`config.mk`:
```
export PLATFORM = sky130hd
export DESIGN_NAME = qa_driver_sreg_ctrl
export DESIGN_NICKNAME = d
export VERILOG_FILES = /design/src/rtl/qa_driver_sreg_ctrl.sv
export SDC_FILE = /design/constraint.sdc
export NUM_CORES = 1
export LEC_CHECK = 0
export ABC_AREA = 0
export CELL_PAD_IN_SITES_DETAIL_PLACEMENT = 0
export CELL_PAD_IN_SITES_GLOBAL_PLACEMENT = 1
export CORE_UTILIZATION = 38
export DETAILED_ROUTE_END_ITERATION = 7
export PLACE_DENSITY = 0.94
export SLEW_MARGIN = 20
export SYNTH_ARGS = -nofsm -noshare
export SYNTH_HDL_FRONTEND = slang
export SYNTH_SLANG_ARGS = --single-unit
```
`constraint.sdc`:
```
create_clock -name clk -period 13.02 [get_ports clk]
set_input_delay 2.604 -clock clk [delete_from_list [all_inputs] [get_ports clk]]
set_output_delay 2.604 -clock clk [all_outputs]
set_load 0.01 [all_outputs]
```
`src/rtl/qa_driver_sreg_ctrl.sv`:
```
// ============================================================================
// qa_driver_sreg_ctrl : CSR-triggered status-register read, result pushed to DSM.
// Optional WAIT timeout: define QA_SREG_TIMEOUT_EN.  Revision: 1.0
// ============================================================================
`default_nettype none

module qa_driver_sreg_ctrl #(
  parameter int unsigned SREG_TIMEOUT    = 1024,
  parameter logic [63:0] DSM_SREG_OFFSET = 64'h40
) (
  input  logic        clk,
  input  logic        reset,
  input  logic        csr_wr_valid,
  input  logic [15:0] csr_wr_addr,
  input  logic [63:0] csr_wr_data,
  output logic        sreg_req_valid,
  output logic [31:0] sreg_req_addr,
  input  logic        sreg_req_ready,
  input  logic        sreg_rsp_valid,
  input  logic [63:0] sreg_rsp_data,
  output logic        dsm_wr_valid,
  output logic [63:0] dsm_wr_addr,
  output logic [63:0] dsm_wr_data,
  input  logic        dsm_wr_ready,
  output logic        dsm_base_valid,
  output logic        busy,
  output logic        drop_flag,
  output logic        timeout_flag
);

  typedef enum logic [1:0] {
    S_IDLE  = 2'd0,
    S_REQ   = 2'd1,
    S_WAIT  = 2'd2,
    S_WRITE = 2'd3
  } state_t;

  if (SREG_TIMEOUT < 2 || SREG_TIMEOUT > 65535) begin : g_bad_timeout
    $error("SREG_TIMEOUT out of range 2..65535");
  end

  state_t      state_q, state_d;
  logic [63:0] base_q, base_d;
  logic        base_valid_q, base_valid_d;
  logic [31:0] req_addr_q, req_addr_d;
  logic [63:0] wr_addr_q, wr_addr_d;
  logic [63:0] wr_data_q, wr_data_d;
  logic        drop_q, drop_d;
  logic        req_valid_q, req_valid_d;
  logic        wr_valid_q, wr_valid_d;
  logic        busy_q, busy_d;
  logic        wr_base, wr_go;

`ifdef QA_SREG_TIMEOUT_EN
  localparam logic [15:0] TO_LAST = 16'(SREG_TIMEOUT - 1);
  logic [15:0] cnt_q, cnt_d;
  logic        timeout_q, timeout_d;
`endif

  assign wr_base = csr_wr_valid && (csr_wr_addr == 16'h1a00);
  assign wr_go   = csr_wr_valid && (csr_wr_addr == 16'h1a10);

  always_comb begin
    state_d      = state_q;
    base_d       = base_q;
    base_valid_d = base_valid_q;
    req_addr_d   = req_addr_q;
    wr_addr_d    = wr_addr_q;
    wr_data_d    = wr_data_q;
    drop_d       = drop_q;
`ifdef QA_SREG_TIMEOUT_EN
    cnt_d        = cnt_q;
    timeout_d    = timeout_q;
`endif

    if (wr_base) begin
      base_d       = csr_wr_data;
      base_valid_d = 1'b1;
    end

    case (state_q)
      S_IDLE: begin
        if (wr_go) begin
          if (base_valid_q) begin
            // Result address is fixed at accept time so later base writes cannot move it.
            req_addr_d = csr_wr_data[31:0];
            wr_addr_d  = base_q + DSM_SREG_OFFSET;
            state_d    = S_REQ;
          end else begin
            drop_d = 1'b1;
          end
        end
      end
      S_REQ: begin
        if (sreg_req_ready) begin
          state_d = S_WAIT;
`ifdef QA_SREG_TIMEOUT_EN
          cnt_d   = 16'd0;
`endif
        end
      end
      S_WAIT: begin
        if (sreg_rsp_valid) begin
          wr_data_d = sreg_rsp_data;
          state_d   = S_WRITE;
        end
`ifdef QA_SREG_TIMEOUT_EN
        else if (cnt_q == TO_LAST) begin
          wr_data_d = '1;
          timeout_d = 1'b1;
          state_d   = S_WRITE;
        end else begin
          cnt_d = cnt_q + 16'd1;
        end
`endif
      end
      S_WRITE: begin
        if (dsm_wr_ready) state_d = S_IDLE;
      end
      default: state_d = S_IDLE;
    endcase

    if (wr_go && state_q != S_IDLE) drop_d = 1'b1;

    req_valid_d = (state_d == S_REQ);
    wr_valid_d  = (state_d == S_WRITE);
    busy_d      = (state_d != S_IDLE);
  end

  always_ff @(posedge clk or posedge reset) begin
    if (reset) begin
      state_q      <= S_IDLE;
      base_q       <= '0;
      base_valid_q <= 1'b0;
      req_addr_q   <= '0;
      wr_addr_q    <= '0;
      wr_data_q    <= '0;
      drop_q       <= 1'b0;
      req_valid_q  <= 1'b0;
      wr_valid_q   <= 1'b0;
      busy_q       <= 1'b0;
`ifdef QA_SREG_TIMEOUT_EN
      cnt_q        <= '0;
      timeout_q    <= 1'b0;
`endif
    end else begin
      state_q      <= state_d;
      base_q       <= base_d;
      base_valid_q <= base_valid_d;
      req_addr_q   <= req_addr_d;
      wr_addr_q    <= wr_addr_d;
      wr_data_q    <= wr_data_d;
      drop_q       <= drop_d;
      req_valid_q  <= req_valid_d;
      wr_valid_q   <= wr_valid_d;
      busy_q       <= busy_d;
`ifdef QA_SREG_TIMEOUT_EN
      cnt_q        <= cnt_d;
      timeout_q    <= timeout_d;
`endif
    end
  end

  assign sreg_req_valid = req_valid_q;
  assign sreg_req_addr  = req_addr_q;
  assign dsm_wr_valid   = wr_valid_q;
  assign dsm_wr_addr    = wr_addr_q;
  assign dsm_wr_data    = wr_data_q;
  assign dsm_base_valid = base_valid_q;
  assign busy           = busy_q;
  assign drop_flag      = drop_q;
`ifdef QA_SREG_TIMEOUT_EN
  assign timeout_flag   = timeout_q;
`else
  assign timeout_flag   = 1'b0;
`endif

endmodule

`default_nettype wire

```
==> results.cfg <==
[pwr]
vdd_drop_max_mv = 0.0902
power_w = 0.00155
leakage_nw = 6.45
powerDensity_nw_per_um2 = 110

[clocking]
cts_setup_buffers = 0
clk_pin_slew_ns = 0.06
cts-root-buf = clkbuf_16
clk_path_buf_depth = 3
cts_sinks = 231
insertion_delay_ns = 0.52
cts_max_level = 1
cts_made_buffers = 26
post_cts_resized = 0
cts_tree = done
hold_buffers = 0

[global_routing]
antenna_found_initial = 0
grt_pass1_wl_microns = 41100
grt_max_degree = 104
track_usage_pct = 20.0
grt_pass1_vias = 7392
gr-total-overflow = 0

[sta]
rsz0062_at_grt = false
fmaxAchievable_mhz = 195
relSlewSlack_pct = 29.8
post-route-period-util_pct = 39.4
setup_viol = 0
tightest_slew_ns = 1.05
drv_slew = 0
setup_tns_ns = 0
hold_viol = 0
setup_slack_ns = 7.89
fin_skew_ns = 0.0177
whs_ns = 0.460
fin_crit_ns = 5.13

[synth]
synth_fa_ha_area_share_pct = 0.129
syn_inst = 834
synth_xor_area_share_pct = 5.05
syn_area_sq_um = 9720
muxShareOfSynthArea_pct = 14.6
async_flop_share_pct = 100
synth_simple_gate_area_share_pct = 15.2
synth_ff_type = dfrtp_1
ys_ff_latch = 231
synth_area_leader_cell = dfrtp_1
yosys.area.top_type_share_pct = 59.5
synth_top_family_by_area = simple AND/OR/NAND/NOR gates
synth_nets = 985
ys_types = 45
yosys_warnings = 0
synth_area_per_cell_sq_um = 11.7
synth.area.top_cells = dfrtp_1 59%, mux2_2 15%, nand2_1 7.6%, xor2_1 3.2%, o21ai_0 2.8%
synth_compound_area_share_pct = 3.45
synth-edff-count = 0
yosysSeqAreaShare_pct = 59.5

[layout]
regArea_sq_um = 5780
area_growth_pct = 45.1
multi_input_comb_area_sq_um = 3760
drive_gt1_share_pct = 17.0
nFillCells = 2107
final_nets = 1297
n_antenna_cell = 0

[drt]
dr.pass1.iters = 4
postRouteAntennaNets = 0
num_vias = 7308
wl_microns = 26300
drc = 0
viasPerCell = 4.89
wl_per_cell_microns = 17.6
drtIter0Drc = 290

[critical_path]
path_class = in -> reg
startpoint_type = input port
crit_path_max_fanout = 45
arrival_ns = 5.53
crit_required_ns = 13.42
r2r_cells = 4
regToRegStartpoint = state_q[1]$_DFF_PP0_
r2r_setup_slack_ns = 10.64
r2r_end = sreg_req_addr[21]$_DFFE_PP0P_
cp-end-kind = register

[floorplanning]
die_h_microns = 162
start_util_pct = 38.7
core_sq_um = 25100
io-pin-count = 316
dieArea_sq_um = 26200
die_w_microns = 162
core.rowCount = 58

[min_path]
hold_path_end = sreg_req_addr[3]$_DFFE_PP0P_
hold_path_startpoint = sreg_req_addr[3]$_DFFE_PP0P_
hold_depth = 2
hold_class = reg -> reg

[place]
dp_slack_ns = 7.33
portBuffers = 314
place_congestion = 0.734
dp.final_hpwl_microns = 18400

[run]
maxCapViolations = 0

[run_status]
status = finished clean
[state kept, by name, summed over array words and instances, names as in the netlist]
name,flops
sreg_req_valid,1
drop_flag,1
dsm_wr_addr,64
busy,1
dsm_wr_valid,1
sreg_req_addr,32
dsm_base_valid,1
state_q,2
dsm_wr_data,64
base_q,64
[per-stage QoR]
step                      utilization [%]  cells  area (sq um)
after floorplan                         -    834          9720
after global placement               52.4   1447         13200
after detailed placement             52.4   1447         13200
after CTS                            56.1   1495         14100
after global routing                 56.1   1496         14100
final                                56.1   1496         14100
[routing by layer]
layer  track usage (%)  part of all wire (%)  vias up
li1                  -                     -     3454
met1              25.0                    42     3551
met2              33.8                    48      258
met3              5.23                   7.8       45
met4              5.70                   2.5        0
met5                 0                     0        -
[power by group]
group,internal (W),leakage [nW],switching (W)
combinational,0.0000413,2.79,0.0000246
clock,0.000467,0.450,0.000294
sequential,0.000718,3.21,0.000000160
total,0.00123,6.45,0.000319
[Yosys cell counts (all sizes together) (2+ instances only)]
cell	number
nor4b	2
mux2	126
dfrtp	231
inv	5
or3	2
xor2	35
nor2b	5
nand3	27
and3	11
xnor2	21
nor2	22
nor4	7
and4	7
buf	15
nor3	4
nand2	197
or2	2
a21oi	3
nand4	21
clkbuf	22
o21ai	59
[cell type report]
class                           count  share of cell area (%)
Inverter                            5                   0.186
Sequential cell                   231                    41.0
Tap cell                          330                    2.93
Timing Repair Buffer              321                    22.8
Clock inverter                     14                    1.12
Clock buffer                       34                    5.33
Multi-Input combinational cell    561                    26.7
[worst max path at each step]
stage	start	end	slack (ns)	cells after the start
after CTS	csr_wr_addr[13]	base_q[1]$_DFFE_PP0P_	7.84	6
after global routing	csr_wr_addr[13]	base_q[1]$_DFFE_PP0P_	7.62	6
after detailed placement	csr_wr_addr[13]	base_q[46]$_DFFE_PP0P_	7.33	6
after floorplan	reset	base_q[0]$_DFFE_PP0P_	4.08	1
after global placement	csr_wr_addr[13]	base_q[4]$_DFFE_PP0P_	7.44	6
final	csr_wr_addr[13]	base_q[1]$_DFFE_PP0P_	7.89	6
[placed cells by master, fill, tap and decap left out, types with 2 or more instances in the layout]
cell / instances
clkbuf_16: 27
nor3_1: 2
xnor2_1: 21
clkinvlp_4: 2
or3_1: 2
nor2b_1: 4
nor4b_1: 2
inv_1: 4
nand4_1: 17
and3_1: 8
a21oi_1: 3
clkdlybuf4s50_1: 314
nand3_1: 25
xor2_1: 35
clkbuf_8: 5
dfrtp_1: 231
bufinv_16: 3
clkbuf_1: 2
clkinv_2: 7
and3_2: 3
o21ai_1: 3
and4_1: 7
buf_4: 6
mux2_2: 126
nor2_1: 21
nand2_1: 196
nor4_1: 5
nand4_2: 3
o21ai_0: 55
[worst max-delay path, cell delays in order]
cell and delay (ns):
clkdlybuf4s50_1 0.41, nor4b_1 0.42, and4_1 0.40, nor2b_4 0.63, buf_4 0.62, mux2_2 0.41
[cell families (layout without fill, tap and decap cells)]
logic type,after synthesis,in the layout
AND/OR/NAND/NOR,312,312
flip-flops,231,231
multiplexers,126,126
AO/OA/AOI/OAI,65,65
XOR/XNOR,56,56
buffers and inverters,42,374
adder cells (fa/ha/maj),1,1
other,1,1
No activity file was read; power rests on OpenSTA's default activity.
